<file path="config.mk">
export PLATFORM = sky130hd
export DESIGN_NAME = mem_arbiter
export DESIGN_NICKNAME = d
export VERILOG_FILES = /design/src/rtl/mem_pkg.sv /design/src/rtl/rr_arb2.sv /design/src/rtl/mem_arbiter.sv
export SDC_FILE = /design/constraint.sdc
export NUM_CORES = 1
export LEC_CHECK = 0
export ABC_CLOCK_PERIOD_IN_PS = 3080
export BUFFER_PORTS_ARGS = -buffer_cell sky130_fd_sc_hd__buf_2
export CAP_MARGIN = 25
export CORE_ASPECT_RATIO = 0.6
export CORE_MARGIN = 5
export CORE_UTILIZATION = 48
export CTS_CLUSTER_SIZE = 28
export DETAILED_ROUTE_END_ITERATION = 7
export HOLD_SLACK_MARGIN = 0.02
export PLACE_DENSITY = 0.85
export REMOVE_ABC_BUFFERS = 1
export SKIP_LAST_GASP = 1
export SYNTH_ARGS = -nofsm -noshare
export SYNTH_HDL_FRONTEND = slang
export SYNTH_SLANG_ARGS = --single-unit
</file>
<file path="constraint.sdc">
create_clock -name clk -period 3.08 [get_ports clk]
set_clock_uncertainty 0.05 [all_clocks]
set_input_delay 0.616 -clock clk [delete_from_list [all_inputs] [get_ports clk]]
set_output_delay 0.616 -clock clk [all_outputs]
set_load 0.03 [all_outputs]
</file>
<file path="src/rtl/mem_pkg.sv">
`default_nettype none
// ============================================================================
// Module      : mem_pkg
// Description : Shared command encodings, FSM state and requester-owner types
//               for the instruction/data memory arbiter.
// Revision    : 1.0 - initial release
// ============================================================================
package mem_pkg;

    // Downstream and data-port command encoding; codes 3..7 behave as NONE.
    localparam logic [2:0] CMD_NONE  = 3'd0;
    localparam logic [2:0] CMD_READ  = 3'd1;
    localparam logic [2:0] CMD_WRITE = 3'd2;

    typedef enum logic [1:0] {
        IDLE    = 2'd0,
        ISSUE   = 2'd1,
        RD_WAIT = 2'd2
    } state_t;

    typedef enum logic {
        OWN_INST = 1'b0,
        OWN_DATA = 1'b1
    } owner_t;

    // True only for commands that start a memory transaction.
    function automatic logic is_active_cmd(input logic [2:0] cmd);
        return (cmd == CMD_READ) || (cmd == CMD_WRITE);
    endfunction

endpackage : mem_pkg
`default_nettype wire

</file>
<file path="src/rtl/rr_arb2.sv">
`default_nettype none
// ============================================================================
// Module      : rr_arb2
// Description : Two-requester round-robin picker, purely combinational.
//               A lone request is granted directly; on a tie the requester
//               that was not granted last wins.
// Ports       : req[0]=inst, req[1]=data   (in)
//               last_grant                 (in)  owner granted most recently
//               grant[1:0]                 (out) one-hot or zero
// Revision    : 1.0 - initial release
// ============================================================================
module rr_arb2
    import mem_pkg::*;
(
    input  logic [1:0] req,
    input  owner_t     last_grant,
    output logic [1:0] grant
);

    always_comb begin
        grant = 2'b00;
        case (req)
            2'b01:   grant = 2'b01;
            2'b10:   grant = 2'b10;
            2'b11:   grant = (last_grant == OWN_DATA) ? 2'b01 : 2'b10;
            default: grant = 2'b00;
        endcase
    end

endmodule : rr_arb2
`default_nettype wire

</file>
<file path="src/rtl/mem_arbiter.sv">
`default_nettype none
// ============================================================================
// Module      : mem_arbiter
// Description : Shares one single-ported memory between the instruction-fetch
//               port and the data port. One transaction in flight at a time;
//               contention resolved round-robin; read data routed back to
//               the requester that issued it.
// Ports       : clk, reset                    clock / sync active-high reset
//               inst_start/ready/addr         fetch request handshake
//               inst_data/inst_valid          fetch response (1-cycle pulse)
//               d_cmd/d_cmd_ready/d_addr/
//               d_wdata/d_wmask               data request handshake
//               d_rdata/d_rdata_valid         data read response
//               mem_cmd/mem_cmd_ready/mem_addr/
//               mem_wdata/mem_wmask           downstream command handshake
//               mem_rdata/mem_rdata_valid     downstream read return
// Revision    : 1.0 - initial release
// ============================================================================
module mem_arbiter
    import mem_pkg::*;
#(
    parameter int ADDR_W = 32,
    parameter int DATA_W = 32
) (
    input  logic              clk,
    input  logic              reset,
    input  logic              inst_start,
    output logic              inst_ready,
    input  logic [ADDR_W-1:0] inst_addr,
    output logic [DATA_W-1:0] inst_data,
    output logic              inst_valid,
    input  logic [2:0]        d_cmd,
    output logic              d_cmd_ready,
    input  logic [ADDR_W-1:0] d_addr,
    input  logic [DATA_W-1:0] d_wdata,
    input  logic [DATA_W-1:0] d_wmask,
    output logic [DATA_W-1:0] d_rdata,
    output logic              d_rdata_valid,
    output logic [2:0]        mem_cmd,
    input  logic              mem_cmd_ready,
    output logic [ADDR_W-1:0] mem_addr,
    output logic [DATA_W-1:0] mem_wdata,
    output logic [DATA_W-1:0] mem_wmask,
    input  logic [DATA_W-1:0] mem_rdata,
    input  logic              mem_rdata_valid
);

    state_t     r_state;
    owner_t     r_owner;
    owner_t     r_last_grant;
    logic [1:0] w_req;
    logic [1:0] w_grant;
    logic       w_idle;

    assign w_req  = {is_active_cmd(d_cmd), inst_start};
    assign w_idle = (r_state == IDLE);

    rr_arb2 u_rr_arb2 (
        .req        (w_req),
        .last_grant (r_last_grant),
        .grant      (w_grant)
    );

    // Grant is only meaningful while idle; any busy state blocks both ports.
    assign inst_ready  = w_idle & w_grant[0];
    assign d_cmd_ready = w_idle & w_grant[1];

    // The mem_* outputs double as the request latches: loaded on acceptance
    // and held untouched until the memory takes the command.
    always_ff @(posedge clk) begin
        if (reset) begin
            r_state       <= IDLE;
            r_owner       <= OWN_INST;
            r_last_grant  <= OWN_DATA;
            mem_cmd       <= CMD_NONE;
            mem_addr      <= '0;
            mem_wdata     <= '0;
            mem_wmask     <= '0;
            inst_data     <= '0;
            inst_valid    <= 1'b0;
            d_rdata       <= '0;
            d_rdata_valid <= 1'b0;
        end else begin
            inst_valid    <= 1'b0;
            d_rdata_valid <= 1'b0;
            case (r_state)
                IDLE: begin
                    if (w_grant[0]) begin
                        mem_cmd      <= CMD_READ;
                        mem_addr     <= inst_addr;
                        mem_wdata    <= '0;
                        mem_wmask    <= '0;
                        r_owner      <= OWN_INST;
                        r_last_grant <= OWN_INST;
                        r_state      <= ISSUE;
                    end else if (w_grant[1]) begin
                        mem_cmd      <= d_cmd;
                        mem_addr     <= d_addr;
                        mem_wdata    <= d_wdata;
                        mem_wmask    <= d_wmask;
                        r_owner      <= OWN_DATA;
                        r_last_grant <= OWN_DATA;
                        r_state      <= ISSUE;
                    end
                end
                ISSUE: begin
                    if (mem_cmd_ready) begin
                        mem_cmd <= CMD_NONE;
                        // A write is complete once the memory accepts it.
                        r_state <= (mem_cmd == CMD_READ) ? RD_WAIT : IDLE;
                    end
                end
                RD_WAIT: begin
                    if (mem_rdata_valid) begin
                        if (r_owner == OWN_INST) begin
                            inst_data  <= mem_rdata;
                            inst_valid <= 1'b1;
                        end else begin
                            d_rdata       <= mem_rdata;
                            d_rdata_valid <= 1'b1;
                        end
                        r_state <= IDLE;
                    end
                end
                default: r_state <= IDLE;
            endcase
        end
    end

endmodule : mem_arbiter
`default_nettype wire

</file>
# Word level (Yosys, flattened, before mapping)
# Cells that the tools add are included.
[totals]
register_bits = 169
output_inout_bits = 167
elab_cells = 59
in_bits = 168
[classes]
eq_ne = 11
bitwise = 5
n_reduce_logical = 10
n_mux = 22
[ops]
columns = ["cell", "n"]
rows = [
  ["$mux 32", 6],
  ["$mux 2", 6],
  ["$pmux 2 s3", 2],
  ["$reduce_and 3->1", 4],
  ["$mux 3", 3],
  ["$eq 2x2->1 const B", 3],
  ["$eq 3x1->1 const B", 2],
  ["$pmux 3 s2", 1],
  ["$eq 2x1->1 const B", 2],
  ["$mux 1", 4],
  ["$ne 2x2->1 const B", 2],
  ["$reduce_bool 2->1", 2],
  ["$eq 3x2->1 const B", 1],
  ["$ne 3x3->1 const B", 1],
  ["$not 1->1", 3],
  ["$reduce_or 3->1", 1],
  ["$and 1x1->1", 2],
  ["$logic_not 2->1", 1],
  ["$reduce_and 2->1", 1],
  ["$logic_or 1x1->1", 1],
]

# Longest topological paths before layout
[depth]
depth_word = 7
mapped_depth = 6
mapped_depth_nobuf = 3

# By module
# A second synthesis with hierarchy kept.
[unflattened]
cells_unflattened = 621
hier_area_um2 = 6173.4
[modules_own_cells]
columns = ["module", "instances", "cells_per_inst", "area_per_inst_um2", "seq_area_each_um2"]
rows = [
  ["mem_arbiter", 1, 618, 6154.7, 3383.2],
  ["rr_arb2", 1, 3, 18.8, 0.0],
]

# Worst setup path before layout
# Ideal clock, no wire load.
[synth_timing]
kind = "in2out"
from = "in inst_start"
to = "out inst_ready"
setup_slack_ns = 0.967
cell_stages = 3
arrival_ns = 1.447
t_required_ns = 2.414
n_path_buf = 1
cell_sequence = "or3b_1 -> a21oi_2 -> buf_2"
[synth_between]
elab_chain_len = 3
word_cells_on_any_way = 5
classes_between = "3 x eq/ne; 1 x mux; 1 x bitwise"
[synth_rtl]
columns = ["element", "line", "source"]
rows = [
  ["start: declaration", "mem_arbiter.sv:27", "input logic inst_start,"],
  ["$eq 2x2->1 or $eq 2x1->1 (tied branches)", "rr_arb2.sv:22", "case (req)"],
  ["$pmux 2 s3 (*)", "rr_arb2.sv:22", ""],
  ["$and 1x1->1 (*)", "mem_arbiter.sv:65", "assign inst_ready = w_idle & w_grant[0];"],
  ["end: declaration", "mem_arbiter.sv:28", "output logic inst_ready,"],
]
# Mark *: on every way between the ends. The rest lies on a longest branch, timed or not.

# Worst setup path in the final report
[layout_timing]
from = "reg r_state[0]"
to = "out inst_ready"
[layout_between]
elab_chain_len = 2
[layout_rtl]
columns = ["element", "line", "source"]
rows = [
  ["start: declaration", "mem_arbiter.sv:48", "state_t r_state;"],
  ["start signal: assignment", "mem_arbiter.sv:110", "r_state <= (mem_cmd == CMD_READ) ? RD_WAIT : IDLE;"],
  ["$logic_not 2->1", "mem_arbiter.sv:56", "assign w_idle = (r_state == IDLE);"],
  ["$and 1x1->1", "mem_arbiter.sv:65", ""],
]
# No other way between the ends.

==> summary.txt <==
Post-Synth XOR/XNOR Area - 0.00288
Synth top area share - 0.556
synthesis-to-finish area growth - 38.5%
top post-synthesis cells by area - dfxtp_1, a22o_1, nand2_1
total track usage - 0.240
number of remaining DRC errors - 27
final setup TNS - 0 ns
Iter 0 DRT Violations - 519
LEAKAGE - 4.19 nW
hold_buf cts - 0
Post-Synthesis Cells - 644
crit path launch type - flop
sequential cell area fraction in the yosys report - 0.556
wire length per cell after detailed routing - 16.8 um
Nets - 1127
multi-input logic area - 2220 um2
#FFs+latches synth - 169
Avg Inst Size Synth - 9.45 um2
htree depth - 4
DP HPWL - 14400 um
arrival time worst endpoint - 1.73 ns
synthesized cell area - 6080 um2
Setup CP Type - reg -> out
Final ANT Viol Nets - 0
port bufs - 334
# IOs - 335
PD cells - 611 nW/um2
final hold slack - 0.368 ns
Slew headroom - 0.558
initial antenna violation count - 0
CP Capture Type - output port
violated checks - DRC
gpl congestion - 0.824
GR Overflow Total - 0
Worst-path clk slew - 0.07 ns
RSZ-0062 raised after global routing - false
Synth Area in Simple Gates - 0.142
count of final setup violators - 0
slew of the pin with the lowest slew margin - 0.662 ns
Synth Flop Type - dfxtp_1
Hold Vio Cnt, Final - 0
Via density - 5.15
Compound-Gate Fraction of Synth Area - 0.212
FMAX - 417 MHz
Post-synth EDFFs - 0
Die Y - 97.2 um
largest area contributor in the netlist - dfxtp_1
synth warn - 0
Cell variety after synth - 39
die area - 15100 um2
cell count of the worst reg-to-reg path - 4
worst-skew pair later-pin latency - 0.40 ns
peak supply drop - 0.421 mV
diode count - 0
Die X - 155 um
critical path peak fanout - 14
Post-synth ARST share - 0
largest family of logic cells by synthesized area - compound AO/OA/AOI/OAI gates
pin count of the biggest net entering global routing - 75
via count - 5856
proportion of synthesized area in mux cells - 0.00165
clk root buf - clkbuf_16
Reg area - 3380 um2
post-CTS setup buffer count - 0
core box area - 12200 um2
Final min period - 2.40 ns
cts repair resizes - 0
Max Slew Vio Count - 0
Final period util - 0.778
clock sink count - 169
Tightest Hold Check Type - in -> reg
Post-Synth Adder-Cell Area - 0
final wirelength - 19100 um
Starting Density - 0.498
first-pass GRT wire length - 29500 um
Req. time, crit path - 2.41 ns
vias in the first global route - 5643
clock tree from TritonCTS - done
First-pass DRT Iterations - 8
CTS Buffer Depth - 2
Filler Cells Inserted - 992
fraction of layout cells with a size suffix above 1 - 0.399
Site Rows - 31
hold-critical path depth - 2
Inserted Clock Buffers - 17
max_cap viols - 0
status - finished, violations left
[per-layer routing]
layer  vias to the layer above  track usage  share of wire
met2                       253        0.418           0.50
met5                         -            0              0
met4                         0       0.0706          0.017
met3                        26       0.0521          0.070
met1                      2728        0.299           0.41
li1                       2849            -              -
[area by class of cell]
class / instances / share of cell area
Clock buffer: 17 / 0.0505
Clock inverter: 15 / 0.0177
Tap cell: 165 / 0.0245
Inverter: 64 / 0.0285
Multi-Input combinational cell: 359 / 0.263
Timing Repair Buffer: 348 / 0.214
Sequential cell: 169 / 0.402
[path summary, 6_finish.rpt]
| path | startpoint | end | slack, ns |
|---|---|---|---|
| worst max register to register | r_state[1] | d_rdata[24] | 1.23 |
| worst min register to register | d_rdata[5] | d_rdata[5] | 0.40 |
| worst max-delay path | r_state[0] | inst_ready | 0.68 |
| worst min-delay path | d_wmask[21] | mem_wmask[21] | 0.37 |
[power breakdown]
group | switching [mW] | internal (mW)
Sequential | 0.0621 | 2.30
Clock | 0.956 | 1.08
Combinational | 0.481 | 0.270
[cells in the mapped netlist (4+ instances only)]
library cell / n
buf_4: 6
a21oi_1: 68
clkbuf_1: 22
buf_6: 5
nand2b_1: 32
a22o_1: 64
dfxtp_1: 169
buf_2: 19
nand2_1: 129
inv_1: 64
nor2_1: 4
a222oi_1: 32
[flip-flops by register name (all words and copies together) (netlist names)]
register and count:
r_owner 1, inst_valid 1, d_rdata_valid 1, inst_data 32, mem_addr 32, r_last_grant 1, mem_wmask 32, d_rdata 32
mem_cmd 3, mem_wdata 32, r_state 2
[cell usage in the layout (no fill, tap or decap), types with 2 or more instances in the layout]
cell       Yosys  final
a222oi_1      32     32
nand3b_1       2      2
buf_4          6     12
buf_2         19    334
inv_1         64     64
inv_8          0      4
a21oi_1       68     67
clkinv_4       0      3
dfxtp_1      169    169
a22o_1        64     64
clkinv_8       0      2
inv_6          0      4
a21oi_2        1      2
nand2b_1      32     32
nand2_1      129    129
buf_12         0      2
clkbuf_16      0     17
nor2_1         4      4
clkinv_2       0      2
or3b_1         2      2
[worst max-delay path, cell delays in order (launching register included)]
cell	delay, ns
dfxtp_1	0.46
or3b_1	0.44
a21oi_2	0.19
buf_2	0.24
[logic make-up after synthesis]
logic type | count (synthesis)
buffers and inverters | 116
and+or+nand+nor | 184
xor gates and xnor gates | 2
DFF | 169
AOI/OAI and AO/OA | 172
muxes | 1
[metrics by stage]
stage	cell area [um2]	setup slack [ns]	power, mW	utilization	cells
after floorplan	5800	-1.92	2.82	-	592
after global placement	7850	0.823	3.14	0.642	1105
after detailed placement	7850	0.835	3.16	0.642	1105
after CTS	8420	0.633	5.19	0.689	1137
after global routing	8420	0.587	5.34	0.689	1137
final	8420	0.683	5.14	0.689	1137
No activity file was read; power rests on OpenSTA's default activity.
